**config.mk**
```make
export PLATFORM = sky130hd
export DESIGN_NAME = toggle_pulse_tx
export DESIGN_NICKNAME = d
export VERILOG_FILES = /design/src/rtl/toggle_pulse_pkg.sv /design/src/rtl/bit_sync_chain.sv /design/src/rtl/toggle_pulse_tx.sv
export SDC_FILE = /design/constraint.sdc
export NUM_CORES = 1
export LEC_CHECK = 0
export ABC_CLOCK_PERIOD_IN_PS = 4250
export CAP_MARGIN = 20
export CORE_MARGIN = 2
export CORE_UTILIZATION = 35
export DETAILED_ROUTE_END_ITERATION = 8
export SETUP_SLACK_MARGIN = 0.02
export SLEW_MARGIN = 20
export SYNTH_ARGS = -nofsm -noshare
export SYNTH_HDL_FRONTEND = slang
export SYNTH_SLANG_ARGS = --single-unit
export TNS_END_PERCENT = 10
```
**constraint.sdc**
```tcl
create_clock -name clk_i -period 4.25 [get_ports clk_i]
set_clock_uncertainty 0.15 [all_clocks]
set_input_delay 0.6375 -clock clk_i [delete_from_list [all_inputs] [get_ports clk_i]]
set_output_delay 0.6375 -clock clk_i [all_outputs]
set_load 0.03 [all_outputs]
```
**src/rtl/toggle_pulse_pkg.sv**
```systemverilog
// Shared types and defaults for the toggle pulse-transfer source end.
package toggle_pulse_pkg;

  typedef enum logic [0:0] {
    IDLE     = 1'b0,
    WAIT_ACK = 1'b1
  } tp_tx_state_t;

  localparam int SYNC_STAGES_DEF = 2;
  localparam int SYNC_STAGES_MIN = 2;
  localparam int SYNC_STAGES_MAX = 4;
  localparam int TIMEOUT_CYC_DEF = 1024;

  // Out-of-range depths are pulled to the nearest legal value.
  function automatic int sync_stages_clamp(input int n);
    if (n < SYNC_STAGES_MIN) return SYNC_STAGES_MIN;
    if (n > SYNC_STAGES_MAX) return SYNC_STAGES_MAX;
    return n;
  endfunction

endpackage

```
**src/rtl/bit_sync_chain.sv**
```systemverilog
// Multi-flop single-bit resynchronizer, reset to 0; used on both ends of the toggle link.
module bit_sync_chain #(
  parameter int STAGES = 2
) (
  input  logic clk,
  input  logic rst,
  input  logic din,
  output logic dout
);

  logic [STAGES-1:0] sr;

  always_ff @(posedge clk or posedge rst) begin
    if (rst) sr <= '0;
    else     sr <= {sr[STAGES-2:0], din};
  end

  assign dout = sr[STAGES-1];

endmodule

```
**src/rtl/toggle_pulse_tx.sv**
```systemverilog
// Source end of the toggle pulse handshake: flips req per event, waits for the resynced ack, queues pulses that arrive meanwhile.
// Optional acknowledge-timeout flag built when TOGGLE_PULSE_TX_TIMEOUT_EN is defined.
module toggle_pulse_tx
  import toggle_pulse_pkg::*;
#(
  parameter int CNT_W       = 4,
  parameter int SYNC_STAGES = SYNC_STAGES_DEF,
  parameter int TIMEOUT_CYC = TIMEOUT_CYC_DEF
) (
  input  logic             clk_i,
  input  logic             arst_i,
  input  logic             data_i,
  input  logic             ack_tgl_i,
  input  logic             clr_err_i,
  output logic             req_tgl_o,
  output logic             busy_o,
  output logic             done_o,
  output logic [CNT_W-1:0] pend_o,
  output logic             ovf_o,
  output logic             tmo_o
);

  localparam int SYNC_N = sync_stages_clamp(SYNC_STAGES);
  localparam logic [CNT_W-1:0] PEND_MAX = '1;

  tp_tx_state_t state;
  logic ack_s;
  logic launch;
  logic inc;
  logic dec;
  logic drop;
  logic ack_match;

  bit_sync_chain #(.STAGES(SYNC_N)) u_ack_sync (
    .clk  (clk_i),
    .rst  (arst_i),
    .din  (ack_tgl_i),
    .dout (ack_s)
  );

  // A launch drains the counter first; a pulse only bypasses it when nothing is queued.
  always_comb begin
    launch    = 1'b0;
    dec       = 1'b0;
    inc       = 1'b0;
    drop      = 1'b0;
    ack_match = (ack_s == req_tgl_o);
    if (state == IDLE) begin
      launch = (pend_o != '0) || data_i;
      dec    = (pend_o != '0);
    end
    inc  = data_i && !(launch && !dec);
    drop = inc && !dec && (pend_o == PEND_MAX);
  end

  always_ff @(posedge clk_i or posedge arst_i) begin
    if (arst_i) begin
      state     <= IDLE;
      req_tgl_o <= 1'b0;
      busy_o    <= 1'b0;
      done_o    <= 1'b0;
    end else begin
      done_o <= 1'b0;
      case (state)
        IDLE: begin
          if (launch) begin
            req_tgl_o <= ~req_tgl_o;
            busy_o    <= 1'b1;
            state     <= WAIT_ACK;
          end
        end
        WAIT_ACK: begin
          if (ack_match) begin
            done_o <= 1'b1;
            busy_o <= 1'b0;
            state  <= IDLE;
          end
        end
        default: begin
          busy_o <= 1'b0;
          state  <= IDLE;
        end
      endcase
    end
  end

  always_ff @(posedge clk_i or posedge arst_i) begin
    if (arst_i) begin
      pend_o <= '0;
    end else if (inc && !dec && !drop) begin
      pend_o <= pend_o + 1'b1;
    end else if (dec && !inc) begin
      pend_o <= pend_o - 1'b1;
    end
  end

  always_ff @(posedge clk_i or posedge arst_i) begin
    if (arst_i)         ovf_o <= 1'b0;
    else if (drop)      ovf_o <= 1'b1;
    else if (clr_err_i) ovf_o <= 1'b0;
  end

`ifdef TOGGLE_PULSE_TX_TIMEOUT_EN
  localparam int TW = $clog2(TIMEOUT_CYC + 1);
  localparam logic [TW-1:0] TMO_LIM = TW'(TIMEOUT_CYC);

  logic [TW-1:0] tmo_cnt;

  // Counter sits at 0 in IDLE so every WAIT_ACK entry starts fresh; it saturates at the limit.
  always_ff @(posedge clk_i or posedge arst_i) begin
    if (arst_i) begin
      tmo_cnt <= '0;
      tmo_o   <= 1'b0;
    end else begin
      if (state == IDLE)          tmo_cnt <= '0;
      else if (tmo_cnt != TMO_LIM) tmo_cnt <= tmo_cnt + 1'b1;

      if (state == WAIT_ACK && tmo_cnt == TMO_LIM - 1'b1) tmo_o <= 1'b1;
      else if (clr_err_i)                                 tmo_o <= 1'b0;
    end
  end
`else
  assign tmo_o = 1'b0;
`endif

endmodule

```
==> flow_metrics.env, run 1 <==
export IMPL_status="finished clean"
export IMPL_cts_hold_buf=0
export IMPL_grt_pass1_wl_um=1240
export IMPL_use_met2_pct=12.4
export IMPL_timing_rr_end="pend_o[3]"
export IMPL_syn2layout_area_growth_pct=30.0
export IMPL_critPathKind="input pin to flip-flop"
export IMPL_clk_pin_slew_ns=0.06
export IMPL_dp_slack_ns=1.61
export IMPL_post_cts_buffers=0
export IMPL_netlist_instances=42
export IMPL_routed_wl_um=773
export IMPL_ant_nets=0
export IMPL_worst_hold_slack_ns=0.199
export IMPL_drc=0
export IMPL_drive_above_1_share_pct=15.8
export IMPL_grtUsageMet3_pct=6.38
export IMPL_antenna_found_initial=0
export IMPL_ctsResizeCount=0
export IMPL_finish_utilization_pct=47.4
export IMPL_worstPathArrival_ns=2.40
export IMPL_drv_cap=0
export IMPL_multi_input_area_um2=240
export IMPL_leakage_nw=0.309
export IMPL_die_width_um=42.9
export IMPL_vdd_drop_max_mv=0.367
export IMPL_setup_viol=0
export IMPL_synth_seq_area_share_pct=51.9
export IMPL_clock_sinks=11
export IMPL_cp_start_kind="input pin"
export IMPL_syn_area_um2=531
export IMPL_ff2ff_path_depth=7
export IMPL_worstHoldPathCells=0
export IMPL_start_util_pct=36.5
export IMPL_powerDensity_nw_per_um2=858
export IMPL_first_pass_iters=1
export IMPL_ys_seq_elements=11
export IMPL_cpPeakStageDelay_ns=0.56
export IMPL_drt_iter0_markers=0
export IMPL_globalRouteOverflowTotal=0
export IMPL_vias=341
export IMPL_cp_required_ns=4.29
export IMPL_avgSynthCellArea_um2=12.6
export IMPL_grt_max_degree=12
export IMPL_grt_busiest_layer="met1"
export IMPL_gp_congestion=0.660
export IMPL_die_y_um=42.9
export IMPL_mostFrequentLayoutCells="clkdlybuf4s50_1, dfrtp_1, nor2_1, xor2_1, clkbuf_4"
export IMPL_syn_num_nets=50
export IMPL_die_area_um2=1840
export IMPL_rsz0062_at_grt="false"
export IMPL_finalSetupTns_ns=0
export IMPL_fmax_ghz=0.423
export IMPL_n_antenna_cell=0
export IMPL_r2r_slack_ns=2.20
export IMPL_fillers=140
export IMPL_dp_hpwl_um=603
export IMPL_slew_viol_final=0
export IMPL_coreArea_um2=1450
export IMPL_yosys_warnings=0
export IMPL_grt_total_usage_pct=9.56
export IMPL_clk_path_buf_depth=2
export IMPL_hp_start="u_ack_sync.sr[0]"
export IMPL_layout_commonest_cell="clkdlybuf4s50_1"
export IMPL_rows=14
export IMPL_worstSetupEndpointType="flip-flop"
export IMPL_worst_path_max_fanout=5
export IMPL_viasPerCell=4.67
export IMPL_setup_slack_ns=1.89
export IMPL_wl_per_cell_um=10.6
export IMPL_grt_met1_usage_pct=12.4
export IMPL_nets=66
export IMPL_seqCellArea_um2=275
export IMPL_crit_chain="clkdlybuf4s50_1 > nand3_2 > ha_1 > a21o_1 > a21oi_1 > mux2i_1 > xor2_1"
export IMPL_cts_tree="built"
export IMPL_synthDistinctLibCells=22
export IMPL_whs_endpoint="u_ack_sync.sr[1]"
export IMPL_reg2reg_from="pend_o[1]"
export IMPL_first_global_vias=284
export IMPL_period_minus_slack_ns=2.36
export IMPL_cp_slowest_cell="clkdlybuf4s50_1"
export IMPL_cts_made_buffers=3
export IMPL_hold_violations=0
export IMPL_insertion_delay_ns=0.26
export IMPL_root_buffer="clkbuf_4"
export IMPL_port_buffer_count=12
export IMPL_htree_levels=1
export IMPL_min_path_type="flip-flop to flip-flop"
export IMPL_io_pins=14
export IMPL_period_share_pct=55.6
==> registers in the layout (all words and copies together), names as in the netlist <==
signal         count
done_o             1
u_ack_sync.sr      2
busy_o             1
pend_o             4
state              1
ovf_o              1
req_tgl_o          1
==> cells in the mapped netlist, drive strengths merged <==
library cell	count	area (um2)
dfrtp	11	275
nor2	4	15.0
xor2	4	35.0
nand2	3	26.3
ha	2	25.0
inv	2	7.51
mux2	2	30.0
a21o	1	7.51
a21oi	1	5.00
a2bb2oi	1	8.76
and2	1	6.26
buf	1	7.51
conb	1	3.75
fa	1	20.0
mux2i	1	10.0
nand3	1	10.0
nand4	1	6.26
nor3	1	5.00
o22ai	1	6.26
or4	1	11.3
xnor2	1	8.76
==> how the worst max path moves through the flow <==
stage / startpoint / endpoint / slack [ns] / cells past startpoint
final: data_i / pend_o[3] / 1.89 / 7
after global routing: data_i / pend_o[3] / 1.78 / 7
after CTS: data_i / pend_o[3] / 1.89 / 7
after detailed placement: data_i / pend_o[3] / 1.61 / 7
after global placement: data_i / pend_o[3] / 1.61 / 7
after floorplan: pend_o[0] / pend_o[3] / 2.15 / 7
==> cell families after synthesis <==
group                      after synthesis  synth area share (%)
and+or+nand+nor                         12                  15.1
DFF                                     11                  51.9
xor gates and xnor gates                 5                  8.25
AOI/OAI and AO/OA                        4                  5.19
adders and majority gates                3                  8.49
muxes                                    3                  7.55
buffers and inverters                    3                  2.83
other                                    1                 0.707
==> through the flow <==
step	std cells	instance area (um2)	total power, W
2_1_floorplan	42	531	0.000429
3_3_place_gp	69	663	0.000528
3_5_place_dp	69	663	0.000531
4_1_cts	73	689	0.000601
5_1_grt	73	689	0.000635
6_report	73	689	0.000591
==> final cells by class <==
cell class | instances | area share [%]
clock buffers | 4 | 3.81
flip-flops and latches | 11 | 39.9
repair buffers | 12 | 17.4
multi-input cells | 28 | 34.8
well taps | 16 | 2.90
inverters | 2 | 1.09
==> worst max-delay path, delay by kind of cell <==
kind,cells,cell delay (ns)
AOI/OAI and AO/OA,2,0.33
xor gates and xnor gates,1,0.15
adders and majority gates,1,0.31
buffers and inverters,1,0.56
muxes,1,0.23
and+or+nand+nor,1,0.18
==> routing by layer <==
metal	vias up	part of all wire (%)
li1	169	-
met1	160	47
met2	10	44
met3	2	7.6
met4	0	1.8
met5	-	0
==> power by group <==
| part | leakage, nW | switching (W) | internal (W) |
|---|---|---|---|
| sequential | 0.131 | 0.0000496 | 0.000149 |
| clock | 0.0150 | 0.0000317 | 0.0000363 |
| combinational | 0.163 | 0.000161 | 0.000164 |
| total | 0.309 | 0.000242 | 0.000349 |
(Power assumes the default switching activity.)
==> run 2, diff against run 1 <==
--- a/config.mk
+++ b/config.mk
@@ -5,7 +5,7 @@
 export SDC_FILE = /design/constraint.sdc
 export NUM_CORES = 1
 export LEC_CHECK = 0
-export ABC_CLOCK_PERIOD_IN_PS = 4250
+export ABC_CLOCK_PERIOD_IN_PS = 2200
 export CAP_MARGIN = 20
 export CORE_MARGIN = 2
 export CORE_UTILIZATION = 35
==> constraint.sdc (replaced) <==
create_clock -name clk_i -period 2.2 [get_ports clk_i]
set_clock_uncertainty 0.15 [all_clocks]
set_input_delay 0.33 -clock clk_i [delete_from_list [all_inputs] [get_ports clk_i]]
set_output_delay 0.33 -clock clk_i [all_outputs]
set_load 0.03 [all_outputs]
==> run 2 against run 1 <==
  * First-iteration DRC count up 11
  * Combinational power up 120%
  * Sequential share of layout area decreased by 1.7 points
  * Final area increased by 4.4%
  * Register-to-register slack lost 2.0 ns
  * Power is 100% higher
  * Non-clock buffer count up 4
  * Cell count up 5.5%
  * Sequential power rose by 82%
  * Clock power rose by 94%
  * Critical path type is now flip-flop to flip-flop
  * Critical endpoint unchanged
  * Highest routed layer is now met3
==> flow_metrics.env, run 2 (synthesized netlist as in run 1, its figures left out) <==
export IMPL_post_cts_buffers=0
export IMPL_insertion_delay_ns=0.26
export IMPL_drive_above_1_share_pct=21.3
export IMPL_cts_made_buffers=3
export IMPL_instances_no_fill=77
export IMPL_drt_iter0_markers=11
export IMPL_ant_nets=0
export IMPL_coreArea_um2=1450
export IMPL_mostFrequentLayoutCells="clkdlybuf4s50_1, dfrtp_1, nor2_1, xor2_1, buf_4"
export IMPL_cp_start_kind="flip-flop"
export IMPL_n_antenna_cell=0
export IMPL_hold_violations=0
export IMPL_cts_hold_buf=0
export IMPL_cp_slowest_cell="dfrtp_1"
export IMPL_vdd_drop_max_mv=0.696
export IMPL_clock_sinks=11
export IMPL_dp_cells=73
export IMPL_worstSetupEndpointType="flip-flop"
export IMPL_die_y_um=42.9
export IMPL_routed_wl_um=873
export IMPL_worst_path_max_fanout=5
export IMPL_port_buffer_count=12
export IMPL_final_cell_area_um2=719
export IMPL_io_pins=14
export IMPL_first_global_vias=352
export IMPL_period_minus_slack_ns=1.98
export IMPL_htree_levels=1
export IMPL_finalSetupTns_ns=0
export IMPL_dp_hpwl_um=679
export IMPL_viasPerCell=4.49
export IMPL_powerDensity_nw_per_um2=1660
export IMPL_worstPathArrival_ns=2.01
export IMPL_rows=14
export IMPL_slew_viol_final=0
export IMPL_wl_per_cell_um=11.3
export IMPL_leakage_nw=0.328
export IMPL_root_buffer="clkbuf_4"
export IMPL_status="finished clean"
export IMPL_cts_tree="built"
export IMPL_layout_commonest_cell="clkdlybuf4s50_1"
export IMPL_drv_cap=0
export IMPL_clk_path_buf_depth=2
export IMPL_grt_pass1_wl_um=1500
export IMPL_multi_input_area_um2=240
export IMPL_critPathKind="flip-flop to flip-flop"
export IMPL_cpPeakStageDelay_ns=0.42
export IMPL_ctsResizeCount=0
export IMPL_start_util_pct=36.5
export IMPL_antenna_found_initial=0
export IMPL_drc=0
export IMPL_cp_num_buf_inv=1
export IMPL_die_width_um=42.9
export IMPL_first_pass_iters=2
export IMPL_vias=346
export IMPL_clk_pin_slew_ns=0.07
export IMPL_fillers=136
export IMPL_reg_top3="pend_o x4, u_ack_sync.sr x2"
export IMPL_place_area_um2=693
export IMPL_nets=70
export IMPL_largest_reg_flops=4
export IMPL_syn2layout_area_growth_pct=35.6
export IMPL_rsz0062_at_grt="false"
export IMPL_gp_congestion=0.696
export IMPL_crit_chain="nand4_1 > nand3_2 > buf_4 > ha_1 > a21oi_1 > mux2i_1 > xor2_1"
export IMPL_grt_total_usage_pct=11.0
export IMPL_die_area_um2=1840
export IMPL_cp_required_ns=2.23
export IMPL_seqCellArea_um2=275
export IMPL_grt_max_degree=12
export IMPL_regMostFlops="pend_o"
export IMPL_setup_viol=0
export IMPL_fmax_ghz=0.506
export IMPL_min_path_type="flip-flop to flip-flop"
export IMPL_period_share_pct=89.8
export IMPL_globalRouteOverflowTotal=0
export IMPL_cp_top_family="flip-flops"
==> run 2: path summary, 6_finish.rpt <==
path | slack [ns] | from | cells after the start | end
setup / recovery | 0.22 | pend_o[2] | 7 | pend_o[3]
hold / removal | 0.20 | u_ack_sync.sr[0] | 0 | u_ack_sync.sr[1]
setup reg to reg | 0.22 | pend_o[2] | 7 | pend_o[3]
hold reg to reg | 0.20 | u_ack_sync.sr[0] | 0 | u_ack_sync.sr[1]
max in group asynchronous | 1.40 | arst_i | 2 | state
min in group asynchronous | 0.21 | arst_i | 2 | ovf_o
==> run 2: power by group <==
| part | switching (W) | total, W | internal (W) |
|---|---|---|---|
| logic | 0.000353 | 0.000704 | 0.000351 |
| registers | 0.0000730 | 0.000361 | 0.000288 |
| clock network | 0.0000620 | 0.000132 | 0.0000698 |
| total | 0.000488 | 0.00120 | 0.000708 |
==> run 2: layout make-up <==
| cell class | instances | area share, % |
|---|---|---|
| Timing Repair Buffer | 16 | 20.9 |
| Sequential cell | 11 | 38.3 |
| Multi-Input combinational cell | 28 | 33.4 |
| Tap cell | 16 | 2.78 |
| Clock buffer | 4 | 3.65 |
| Inverter | 2 | 1.04 |
==> run 2: worst register-to-register path, delay by kind of cell (launching register included) <==
kind	cells	cell delay, ns
xor+xnor	1	0.17
compound gates	1	0.20
mux	1	0.24
fa+ha+maj	1	0.30
simple gates	2	0.25
flops	1	0.42
buf+inv	1	0.17
==> run 2: metrics by stage <==
| step | hold WS, ns | utilization [%] | setup slack, ns | power (W) |
|---|---|---|---|---|
| 2_1_floorplan | 0.0324 | - | 0.0979 | 0.000828 |
| 3_3_place_gp | 0.182 | 47.7 | -0.0141 | 0.00107 |
| 3_5_place_dp | 0.189 | 47.7 | -0.00188 | 0.00107 |
| 4_1_cts | 0.205 | 49.5 | 0.210 | 0.00122 |
| 5_1_grt | 0.213 | 49.5 | 0.112 | 0.00129 |
| 6_report | 0.201 | 49.5 | 0.225 | 0.00120 |
==> run 2: routing by layer <==
metal,vias up,share of wire (%),wire (um),global-route usage (%)
met2,7,47,412,14.8
li1,177,-,-,-
met5,-,0,0,0
met3,0,4.2,37,3.83
met1,162,48,422,16.3
met4,0,0,0,3.64
